## config.mk

```make
export PLATFORM = sky130hd
export DESIGN_NAME = i2s_rx_master
export DESIGN_NICKNAME = d
export VERILOG_FILES = /design/src/rtl/i2s_rx_master.sv
export SDC_FILE = /design/constraint.sdc
export NUM_CORES = 1
export LEC_CHECK = 0
export CAP_MARGIN = 10
export CORE_UTILIZATION = 49
export CTS_CLUSTER_DIAMETER = 120
export DETAILED_ROUTE_END_ITERATION = 16
export PLACE_DENSITY = 0.82
export SLEW_MARGIN = 30
export SYNTH_ARGS = -nofsm -noshare
export SYNTH_HDL_FRONTEND = slang
export SYNTH_SLANG_ARGS = --single-unit
```

## constraint.sdc

```tcl
create_clock -name clk -period 3.9 [get_ports clk]
set_input_delay 0.975 -clock clk [delete_from_list [all_inputs] [get_ports clk]]
set_output_delay 0.975 -clock clk [all_outputs]
set_load 0.01 [all_outputs]
```

## src/rtl/i2s_rx_master.sv

```systemverilog
// PCM1808 capture master: generates SCKI/BCK/LRCK from clk and deserialises DOUT
// into left/right frames on a valid/ready port. Define I2S_RX_OVERRUN_EN for overrun tracking.
module i2s_rx_master #(
  parameter int DATA_W  = 24,
  parameter int SLOT_W  = 32,
  parameter int BCK_DIV = 4,
  parameter int FMT     = 0
) (
  input  logic              clk,
  input  logic              reset,
  input  logic              en,
  input  logic              din,
  output logic              scki,
  output logic              bck,
  output logic              lrck,
  output logic [DATA_W-1:0] left,
  output logic [DATA_W-1:0] right,
  output logic              out_valid,
  input  logic              out_ready
`ifdef I2S_RX_OVERRUN_EN
  ,
  output logic              overrun,
  output logic [7:0]        drop_count,
  input  logic              ovr_clr
`endif
);

  localparam int BDW = $clog2(BCK_DIV);
  localparam int SBW = $clog2(SLOT_W);
  localparam int PSW = BDW + SBW + 1;
  localparam logic [BDW-1:0] HALF     = BDW'(BCK_DIV / 2);
  localparam logic [SBW-1:0] SB_FIRST = SBW'(FMT);
  localparam logic [SBW-1:0] SB_SPAN  = SBW'(DATA_W - 1);

  logic [PSW-1:0]    ps;
  logic [SBW-1:0]    sb, sb_off;
  logic [DATA_W-1:0] sr_l, sr_r;
  logic              strobe, active, last_bit, done, overwrite;

  assign scki   = clk;
  assign bck    = ps[BDW-1];
  assign lrck   = ps[PSW-1];
  assign sb     = ps[BDW+SBW-1:BDW];
  // Offset from the first data bit; bits before the window wrap to a large value.
  assign sb_off   = sb - SB_FIRST;
  assign strobe   = en && (ps[BDW-1:0] == HALF);
  assign active   = strobe && (sb_off <= SB_SPAN);
  assign last_bit = active && lrck && (sb_off == SB_SPAN);
  assign overwrite = done && out_valid && !out_ready;

  always_ff @(posedge clk or posedge reset) begin
    if (reset) begin
      ps   <= '0;
      sr_l <= '0;
      sr_r <= '0;
    end else if (!en) begin
      ps   <= '0;
      sr_l <= '0;
      sr_r <= '0;
    end else begin
      ps <= ps + 1'b1;
      if (active && !lrck) sr_l <= {sr_l[DATA_W-2:0], din};
      if (active &&  lrck) sr_r <= {sr_r[DATA_W-2:0], din};
    end
  end

  // done survives an en drop so a frame completed just before still lands.
  always_ff @(posedge clk or posedge reset) begin
    if (reset) begin
      done      <= 1'b0;
      left      <= '0;
      right     <= '0;
      out_valid <= 1'b0;
    end else begin
      done <= last_bit;
      if (done) begin
        left      <= sr_l;
        right     <= sr_r;
        out_valid <= 1'b1;
      end else if (out_ready) begin
        out_valid <= 1'b0;
      end
    end
  end

`ifdef I2S_RX_OVERRUN_EN
  always_ff @(posedge clk or posedge reset) begin
    if (reset) begin
      overrun    <= 1'b0;
      drop_count <= '0;
    end else if (ovr_clr) begin
      overrun    <= 1'b0;
      drop_count <= '0;
    end else if (overwrite) begin
      overrun <= 1'b1;
      if (drop_count != 8'hFF) drop_count <= drop_count + 8'd1;
    end
  end
`else
  logic unused_ovr;
  assign unused_ovr = overwrite;
`endif

endmodule

```

==> results of run 1 <==
==> stage by stage <==
step	std cells	util
after global routing	523	0.601
after global placement	504	0.576
final	523	0.601
after floorplan	366	-
after CTS	523	0.601
after detailed placement	504	0.576
==> routing by layer <==
metal  vias to the layer above  GRT usage  share of wire
li1                       1385          -              -
met1                      1471      0.267           0.44
met2                        82      0.283           0.48
met3                        11     0.0542          0.053
met4                         0     0.0907          0.018
met5                         -          0              0
==> state kept, by name, indices dropped and copies added, names as in the netlist <==
| name | cells |
|---|---|
| done | 1 |
| left | 24 |
| out_valid | 1 |
| ps | 8 |
| right | 24 |
| sr_l | 24 |
| sr_r | 24 |
==> power by group through the flow <==
stage | logic [mW] | clock network [mW] | registers, mW
4_1_cts | 0.157 | 0.751 | 1.14
5_1_grt | 0.168 | 0.798 | 1.15
2_1_floorplan | 0.0672 | 0.0211 | 1.18
3_3_place_gp | 0.152 | 0.0261 | 1.16
6_report | 0.154 | 0.729 | 1.14
3_5_place_dp | 0.157 | 0.0261 | 1.17
==> cell usage after synthesis (2+ instances only) <==
master      n
a21boi_1   10
o31ai_1     2
clkbuf_2    2
nand2b_1    2
mux2_2     48
ha_1        2
nand3_1    50
clkbuf_1   16
a21boi_0   40
nand2_1     4
dfrtp_1   106
xnor2_1     2
inv_1       4
buf_4       4
o21ai_0    49
nor2b_1     3
buf_2      10
and2_1      5
==> layout make-up <==
type / count / share of cell area
clock inverters: 6 / 0.00930
multi-input cells: 224 / 0.305
well taps: 108 / 0.0258
inverters: 4 / 0.00334
repair buffers: 61 / 0.116
clock buffers: 14 / 0.0341
flip-flops and latches: 106 / 0.506
==> how the worst max path moves through the flow <==
stage	startpoint	endpoint	slack [ns]	cells past startpoint
2_1_floorplan	reset	done$_DFF_PP0_	0.14	1
3_5_place_dp	clk	scki	0.53	1
5_1_grt	clk	scki	0.28	3
6_report	clk	scki	0.29	3
4_1_cts	clk	scki	0.29	3
3_3_place_gp	clk	scki	0.53	1
==> kinds of logic after synthesis <==
family,synth area share
AOI/OAI and AO/OA,0.147
xor gates and xnor gates,0.00595
adders and majority gates,0.00566
buffers and inverters,0.0374
DFF,0.600
muxes,0.122
and+or+nand+nor,0.0810
==> cells in the final DEF, fill, tap and decap left out, drive strengths merged <==
master	synthesis	layout
or3	1	1
clkdlybuf4s50	0	56
nor4	1	1
a21o	1	1
or4	1	1
xnor2	2	2
nand3	51	51
o21ai	49	49
clkinv	0	3
a21boi	50	50
o211ai	1	1
and2	5	5
nand2b	2	2
inv	4	7
dfrtp	106	106
nor2b	3	3
clkbuf	18	13
nand2	4	4
xor2	1	1
ha	2	2
o31ai	2	2
mux2	48	48
buf	14	6
==> worst max-delay path: cells and delay by family <==
family | cells | cell delay [ns]
buffers and inverters | 3 | 0.68
==> out/metrics.yaml, run 1 <==
power_frac_clock: 0.360
top_level_ports: 57
hold-worst-slack_ns: 0.496
die_width_um: 97.0
finalSetupTns_ns: 0
timing.final.setup_violations: 0
yosys_warnings: 0
net-switching-power_mw: 0.496
cts.repair.resized: 0
floorplan.initialDensity: 0.507
number_of_setup_buffers_added_after_cts: 0
syn-cell-area_sq_um: 4420
netlist.top_cell.by_area: "dfrtp_1"
power.sequential.fraction: 0.564
areaGrowthSynthToFinish_pct: 18.7
antenna_found_initial: 0
nFillCells: 666
detail_route.first_pass.iterations: 4
vias: 2949
internal_power_mw: 1.53
drive_above_1_share: 0.181
min-delay-path-class: "flip-flop to flip-flop"
via_count_of_the_first_global_routing_pass: 2924
multi_input_area_sq_um: 1600
syn-num-nets: 373
synth_seq_area_share: 0.600
critPathKind: "clock port to output port"
grt_overflow_total: 0
final_nets: 417
peakVddDrop_mv: 0.219
number_of_cells_on_the_worst_reg_to_reg_path: 5
p_comb_frac: 0.076
crit_path_cell_trace: "clkbuf_8 > clkbuf_8 > clkdlybuf4s50_1"
ys.flop_type: "dfrtp_1"
dpl_worst_slack_ns: 0.526
register_area_sq_um: 2660
rr_endpoint: "sr_r[10]$_DFFE_PP0P_"
synth-async-reset-ratio: 1.00
critical_path_arrival_ns: 2.63
crit_top_cell: "clkbuf_8"
worstMarginPinSlew_ns: 0.843
post_synthesis_area_per_instance_sq_um: 12.1
cp.required_ns: 2.92
drt_wl_total_um: 8370
wl_per_cell_um: 16.0
final_cell_area_sq_um: 5250
reg_to_reg_setup_timing_slack_ns: 2.02
largest_fanout_of_any_net_on_the_critical_path: 2
dpl.hpwl_um: 5200
floorplan.core_area_sq_um: 8720
clkSlewWorstSetupHoldPaths_ns: 0.09
leakage_power_nw: 2.21
yosys.area.top_type_share: 0.600
first_iter_violations: 198
clock_tree_from_tritoncts: "done"
power-per-cell-area_nw_per_um2: 386
synth_seq_cells: 106
die_h_um: 97.0
synth_enable_flop_cells: 0
grt_pass1_wl_um: 14400
gr-usage-all-layers: 0.193
timing.critical_path.to_type: "output port"
worst_r2r_startpoint: "ps[0]$_DFF_PP0_"
portBuffers: 56
drc: 0
post_dp_cell_area_sq_um: 5030
finalHoldViolCount: 0
finalPower_mw: 2.03
holdBufCountCts: 0
hold_path_cells: 1
grt_max_degree: 58
critical_path.max_stage_delay_ns: 0.46
grt_setup_unrepaired: "false"
netlist_instances: 366
antenna_cells: 0
post_drt_via_cell_ratio: 5.64
post_synth_main_area_contributors: "dfrtp_1 60%, mux2_2 12%, a21boi_0 6.8%"
ant_nets: 0
worst_slew_margin: 0.438
dieArea_sq_um: 9400
clock-skew-final_ns: 0.0182
num_rows: 34
worst_setup_path_start_kind: "clock port"
synth.distinct_cells: 25
status: "finished clean"
hold_path_startpoint: "out_valid$_DFFE_PP0P_"
p_sw_frac: 0.245
postLayoutSetupSlackWorst_ns: 0.294
routability_cong: 0.765
max-cap-violations: 0
final_max_slew_viol_count: 0
critPathSlowestCell: "clkdlybuf4s50_1"
hold-path-endpoint: "out_valid$_DFFE_PP0P_"
clkLatencyLatePin_ns: 0.48
No activity file was read; power rests on OpenSTA's default activity.
==> inputs of run 2 (changes only) <==
CAP_MARGIN = 20   (was 10)
==> results of run 2 <==
The final DEF is identical to that of run 1; final timing and power are the same.
